[src/rtl/alu_op_sequencer.sv]
// Issue stage for the 8-bit ALU: a 4-deep op FIFO feeds a 3-state issue/exec FSM.
// Operands come from an 8x8 register file, and results are written back after one EXEC cycle.
module alu_op_sequencer (
  input  logic       clk,
  input  logic       rst_n,
  input  logic       in_valid,
  output logic       in_ready,
  input  logic [3:0] in_op,
  input  logic [2:0] in_rd,
  input  logic [2:0] in_rs,
  input  logic [2:0] in_rt,
  input  logic       in_imm_en,
  input  logic [7:0] in_imm,
  output logic [3:0] alu_ctl,
  output logic [7:0] alu_a,
  output logic [7:0] alu_b,
  input  logic [7:0] alu_out,
  input  logic       alu_zero,
  output logic       wb_valid,
  output logic [2:0] wb_rd,
  output logic [7:0] wb_data,
  output logic       zero_flag,
  output logic       busy,
  input  logic [2:0] dbg_addr,
  output logic [7:0] dbg_data
);
  localparam int DEPTH = 4;

  typedef struct packed {
    logic [3:0] op;
    logic [2:0] rd;
    logic [2:0] rs;
    logic [2:0] rt;
    logic       imm_en;
    logic [7:0] imm;
  } op_t;

  typedef enum logic [1:0] {IDLE = 2'd0, ISSUE = 2'd1, EXEC = 2'd2} state_t;

  state_t          state, state_nxt;
  op_t             fifo [DEPTH];
  op_t             ent, head;
  logic [1:0]      wr_ptr, rd_ptr;
  logic [2:0]      count;
  logic            push, pop;
  logic [7:0][7:0] rf;
  logic [2:0]      ex_rd;

  assign in_ready = (count != 3'(DEPTH));
  assign push     = in_valid && in_ready;
  assign ent      = {in_op, in_rd, in_rs, in_rt, in_imm_en, in_imm};
  assign head     = fifo[rd_ptr];
  assign busy     = (state != IDLE) || (count != 3'd0);
  assign dbg_data = (dbg_addr == 3'd0) ? 8'h00 : rf[dbg_addr];

  always_ff @(posedge clk or negedge rst_n) begin
    if (!rst_n) state <= IDLE;
    else        state <= state_nxt;
  end

  // EXEC looks at the post-pop count; a push landing in the same cycle is picked up via IDLE.
  always_comb begin
    state_nxt = state;
    pop       = 1'b0;
    case (state)
      IDLE:    if (count != 3'd0) state_nxt = ISSUE;
      ISSUE: begin
        pop       = 1'b1;
        state_nxt = EXEC;
      end
      EXEC:    state_nxt = (count != 3'd0) ? ISSUE : IDLE;
      default: state_nxt = IDLE;
    endcase
  end

  // Entry storage needs no reset; the pointers and count define which entries are valid.
  always_ff @(posedge clk) begin
    if (push) fifo[wr_ptr] <= ent;
  end

  always_ff @(posedge clk or negedge rst_n) begin
    if (!rst_n) begin
      wr_ptr <= '0;
      rd_ptr <= '0;
      count  <= '0;
    end else begin
      if (push) wr_ptr <= wr_ptr + 2'd1;
      if (pop)  rd_ptr <= rd_ptr + 2'd1;
      count <= count + 3'(push) - 3'(pop);
    end
  end

  always_ff @(posedge clk or negedge rst_n) begin
    if (!rst_n) begin
      alu_ctl   <= '0;
      alu_a     <= '0;
      alu_b     <= '0;
      ex_rd     <= '0;
      rf        <= '0;
      wb_valid  <= 1'b0;
      wb_rd     <= '0;
      wb_data   <= '0;
      zero_flag <= 1'b0;
    end else begin
      wb_valid <= (state == EXEC);
      if (state == ISSUE) begin
        alu_ctl <= head.op;
        alu_a   <= rf[head.rs];
        alu_b   <= head.imm_en ? head.imm : rf[head.rt];
        ex_rd   <= head.rd;
      end
      if (state == EXEC) begin
        if (ex_rd != 3'd0) rf[ex_rd] <= alu_out;
        wb_rd     <= ex_rd;
        wb_data   <= alu_out;
        zero_flag <= alu_zero;
      end
    end
  end
endmodule

[config.mk]
export PLATFORM = sky130hd
export DESIGN_NAME = alu_op_sequencer
export DESIGN_NICKNAME = d
export VERILOG_FILES = /design/src/rtl/alu_op_sequencer.sv
export SDC_FILE = /design/constraint.sdc
export NUM_CORES = 1
export LEC_CHECK = 0
export CORE_MARGIN = 10
export CORE_UTILIZATION = 50
export CTS_BUF_LIST = sky130_fd_sc_hd__clkbuf_8
export CTS_CLUSTER_DIAMETER = 60
export DETAILED_ROUTE_END_ITERATION = 6
export PLACE_DENSITY = 0.71
export SLEW_MARGIN = 15
export SYNTH_ARGS = -nofsm -noshare
export SYNTH_HDL_FRONTEND = slang
export SYNTH_SLANG_ARGS = --single-unit
[constraint.sdc]
create_clock -name clk -period 3.35 [get_ports clk]
set_input_delay 0.5025 -clock clk [delete_from_list [all_inputs] [get_ports clk]]
set_output_delay 0.5025 -clock clk [all_outputs]
set_load 0.1 [all_outputs]
Word-level counts from Yosys, hierarchy flattened

Memories as Yosys holds them, arrays and structs flattened.
Cells that the tools add are included.

Muxes and demuxes: 17
Reductions and logical operators: 9
Add/subtract/negate cells: 4
Equality and inequality tests: 4
$mul: 0
Bitwise logic cells: 0
Div/mod/pow operators: 0
Shift-type cells: 0
Order comparisons: 5

Operator list:

| kind                                                                         | count |
|---|---|
| 8-bit binary-select mux with 3-bit select                                    | 3 |
| 64-bit bitwise mux                                                           | 1 |
| 8-bit 2-to-1 mux                                                             | 6 |
| 8-bit demux with 3-bit select                                                | 1 |
| 3-bit by 4-bit less-than comparator with 1-bit output, second input constant | 4 |
| 2-bit one-hot mux with 3 select lines                                        | 1 |
| 3-bit nonzero test                                                           | 2 |
| 2-bit by 1-bit adder with 2-bit output, second input constant                | 2 |
| 1-bit 2-to-1 mux                                                             | 4 |
| 3-bit by 1-bit adder with 3-bit output                                       | 1 |
| 3-bit by 1-bit >= comparator with 1-bit output, second input constant        | 1 |
| 3-bit zero test                                                              | 1 |
| 3-bit inequality test, second input constant                                 | 1 |
| 3-bit by 1-bit subtractor with 3-bit output                                  | 1 |
| 2-bit by 1-bit == test with 1-bit output, second input constant              | 1 |
| 2-bit == test, second input constant                                         | 1 |
| 1-bit logical AND                                                            | 2 |
| 2-bit zero test                                                              | 1 |
| 2-bit 2-to-1 mux                                                             | 1 |
| 2-bit inequality test, second input constant                                 | 1 |
| 2-bit AND reduction                                                          | 1 |
| 2-bit nonzero test                                                           | 1 |
| 1-bit logical OR                                                             | 1 |

Logic and storage cells: 60
Register bits: 109
Memories kept: 1
ROM bits: 0
Bits of input ports: 37
Bits in latches: 0
Bits in writable memories: 88
Output and inout port bits: 43

Memories:

| name | words | width | rd ports | clocked after Yosys merged registers in | wr ports | line | text |
|---|---|---|---|---|---|---|---|
| fifo | 4     | 22    | 1        | 0                                       | 1        | 41   | `op_t fifo [DEPTH];` |

Longest topological paths before layout

Depth in word-level cells: 5
Depth in mapped cells: 11

Worst setup path after synthesis

Ideal clock, no wire load.

Kind: input -> output
From: input dbg_addr[1]
To: output dbg_data[5]
Arrival: 3676 ps
Cell stages on the path: 6
Data required time: 2847 ps
Setup slack: -828 ps
Cell sequence: clkbuf_1 > clkbuf_1 > mux2i_1 > nand2_1 > o21ai_0 > a221oi_1

Word-level cells in the longest chain between the ends: 3
Elaborated cells between the ends (all ways): 4
Those cells by class: mux: 3; reduce/logical: 1

RTL lines:

| item                                      | line | text |
|---|---|---|
| start: declaration                        | 24   | `input logic [2:0] dbg_addr,` |
| 8-bit binary-select mux with 3-bit select | 54   | `assign dbg_data = (dbg_addr == 3'd0) ? 8'h00 : rf[dbg_addr];` |
| 8-bit 2-to-1 mux (implied by the code)    | 54   |  |
| 8-bit 2-to-1 mux *                        | 54   |  |
| end: declaration                          | 25   | `output logic [7:0] dbg_data` |

Every way passes the cells marked *; elsewhere a longest branch is shown, timed or not. The select of a mux whose other input is x is not followed.

Worst setup path in the final report

From: input dbg_addr[2]
To: output dbg_data[4]

Same word-level chain as after synthesis.

==> results by group <==
Route
  – Antenna viol nets, final: 0
  – DR vias: ~5700
  – TritonRoute pass-1 iters: 5
  – Iteration-0 DRC Markers: between 400 and 500
  – Via-per-instance ratio: roughly 6
  – Avg WL per Cell: about 22 µm
  – Total routed wirelength: 21500 µm
  – DRC viols: 0

Timing
  – Unrepaired setup endpoints after global routing: no
  – Final Hold Vio Count: 0
  – Final setup violating endpoints: 0
  – Slew @ Worst Pin: around 1000 ps
  – Final WS setup: between 200 and 300 ps
  – Slew margin rel.: about 33%
  – Final period utilization: between 90% and 100%
  – Fin Clk Skew: 11.2 ps
  – Fmax: roughly 320 MHz
  – Fin crit period: between 3000 and 4000 ps
  – Setup total negative slack: 0 ps
  – Max-slew violations: 0

Finish
  – # nets final: around 780
  – P&R area growth vs syn: 16.0%
  – Diode count: 0
  – Layout cells sized above 1: 19.4%

Worst setup path
  – CP max FO: 19
  – Max incr delay on CP: approximately 860 ps
  – CP max stage cell: clkdlybuf4s50_1
  – Critical path, cell by cell: clkdlybuf4s50_1 -> inv_1 -> a21oi_1 -> a221oi_1 -> buf_12
  – Critical Path AT: 2580 ps
  – CP Class: in -> out
  – WP data required: roughly 2900 ps
  – Startpoint Class: input port
  – Crit. End Element: primary output

Yosys
  – Post-synth top area share: 30.2%
  – Ys async rst share: between 50% and 60%
  – Syn_area_per_cell: 13.7 µm²
  – Post-synthesis cell count: roughly 660
  – Ys flop type: dfrtp_1
  – Number of synthesized flops with an enable pin: 88
  – Distinct cell type count after synthesis: 39
  – Most common library cells after synthesis: 109 x dfrtp_1, 103 x nand2_1, 88 x edfxtp_1
  – Mapped cell area: about 0.009 mm²
  – Syn_nets: 705
  – Register area share after synthesis: around three fifths
  – Most common cell in the netlist: dfrtp_1
  – Synth top area cells: dfrtp_1 30%, edfxtp_1 29%, mux2i_1 8.0%, mux2_2 6.7%, mux4_2 6.0%
  – Cell taking the most area after synthesis: dfrtp_1
  – Synth Register Bits: ~200
  – Yosys warns: 0

Floorplan
  – Core area: approximately 0.018 mm²
  – Die area: between 0.02 and 0.025 mm²
  – Chip Width: approximately 150 µm
  – Die Ht: roughly 150 µm
  – Initial Utilization: 50.6%
  – Num ports: 80
  – Site Rows: 49

Placement
  – Pre-CTS setup slack: between 300 and 400 ps
  – Dpl hpwl: ~15000 µm
  – Final Wtd Congestion: 0.927
  – IO Port Bufs: between 70 and 80

Clocking
  – Hold-fix buffers at CTS: 0
  – CTS resizes: 0
  – CTS tree: done
  – Post-CTS Setup Inserts: 0
  – Clk buf depth: 2
  – Reg clk slew, reported paths: around 100 ps
  – Sink Count: 197
  – Clk Latency, worst-skew pair: approximately 460 ps
  – H-tree levels: 4
  – CTS Root Buffer Type: clkbuf_8
  – Cts bufs inserted: 17

Power and ir drop
  – Power share of the clock group: about an eighth
  – PD cells: ~1100 mW/mm²
  – Leakage: between 4 and 5 nW
  – Sequential power share: between 30% and 40%
  – Maximum vdd drop: around 0.64 mV
  – Pint: 6.03 mW
  – Combinational Power Share: between 50% and 60%
  – Psw: approximately 5 mW
  – Switching part of the total: a little under half

Status
  – Outcome: completed

Global route
  – All-layer global routing usage: roughly 18%
  – Number of global-route vias before repair: 6007
  – Largest net degree at the start of global routing: 57
  – Initial antenna violation count: 0
  – GRT overflow: 0
  – First-pass GRT wire length: between 30000 and 40000 µm

Run
  – Max-cap violations: 0

Worst hold path
  – Worst hold path class: in -> async
-- worst paths after layout --
path | from | end | slack [ps] | cells after the start
setup / recovery | dbg_addr[2] | dbg_data[4] | 270 | 5
hold / removal | rst_n | wb_valid | 100 | 1
setup reg to reg | rd_ptr[0] | alu_a[3] | 790 | 6
hold reg to reg | rf[3] | rf[3] | 460 | 0
max in group asynchronous | rst_n | rf[25] | 2370 | 2
min in group clk | rf[3] | rf[3] | 460 | 0
-- through the flow --
stage | power, mW | util, % | area [µm²] | std cells | hold slack [ps]
2_1_floorplan | 8.26 | - | 9040 | 661 | 207
3_3_place_gp | 9.64 | 56.7 | 10100 | 944 | 436
3_5_place_dp | 9.82 | 56.7 | 10100 | 944 | 424
4_1_cts | 11.2 | 58.7 | 10500 | 976 | 98.0
5_1_grt | 11.8 | 58.7 | 10500 | 976 | 139
6_report | 11.2 | 58.7 | 10500 | 976 | 96.8
-- power by group through the flow --
stage / combinational (mW) / sequential (mW) / clock (mW)
after CTS: 5.73 / 4.06 / 1.44
after global placement: 5.57 / 4.07 / 0
after global routing: 6.06 / 4.17 / 1.52
after detailed placement: 5.72 / 4.11 / 0
after floorplan: 3.18 / 5.07 / 0
final: 5.70 / 4.08 / 1.40
-- cell usage in the layout (no fill, tap or decap), types with 5 or more instances in the layout --
cell / Yosys / final
mux2_2: 54 / 54
ha_1: 6 / 6
nand3_1: 24 / 24
edfxtp_1: 88 / 88
xnor2_1: 5 / 5
clkbuf_8: 0 / 17
nor2b_1: 10 / 10
clkdlybuf4s50_1: 0 / 69
nand2_1: 103 / 103
a22oi_1: 8 / 8
dfrtp_1: 109 / 109
nand2b_1: 5 / 5
a21oi_1: 9 / 9
mux4_1: 6 / 6
inv_1: 10 / 15
mux4_2: 24 / 24
o21ai_0: 17 / 17
a221oi_1: 8 / 6
mux2i_1: 72 / 72
o21ai_1: 8 / 8
o22ai_1: 16 / 16
buf_12: 2 / 10
buf_4: 3 / 22
nor2_1: 13 / 13
-- registers in the layout (all words and copies together), names as in the netlist --
name	flops
rf	64
ex_rd	3
wb_data	8
rd_ptr	2
alu_ctl	4
alu_b	8
count	3
alu_a	8
state	2
wb_valid	1
fifo	88
wb_rd	3
wr_ptr	2
zero_flag	1
-- layer usage --
metal / vias to the layer above / GRT usage [%] / wire length [µm]
li1: 2575 / - / -
met1: 2897 / 24.6 / 9690
met2: 197 / 28.0 / 10000
met3: 32 / 4.55 / 1350
met4: 0 / 6.12 / 401
met5: - / 0 / 0
-- logic make-up after synthesis --
logic type	share of synthesized area [%]
and+or+nand+nor	8.50
DFF	59.5
adders and majority gates	1.05
buffers and inverters	3.34
xor gates and xnor gates	0.485
muxes	22.7
AOI/OAI and AO/OA	4.44
-- layout make-up --
cell class | instances | area, µm²
Clock buffer | 17 | 234
Inverter | 10 | 37.5
Sequential cell | 197 | 5370
Fill cell | 1404 | 7370
Timing Repair Buffer | 101 | 1060
Multi-Input combinational cell | 407 | 3370
Clock inverter | 15 | 119
Tap cell | 229 | 287
-- critical path: cells and delay by family --
kind | cells | cell delay (ps)
buffers and inverters | 3 | 1190
AO/OA/AOI/OAI | 2 | 880
No activity file was read; power rests on OpenSTA's default activity.
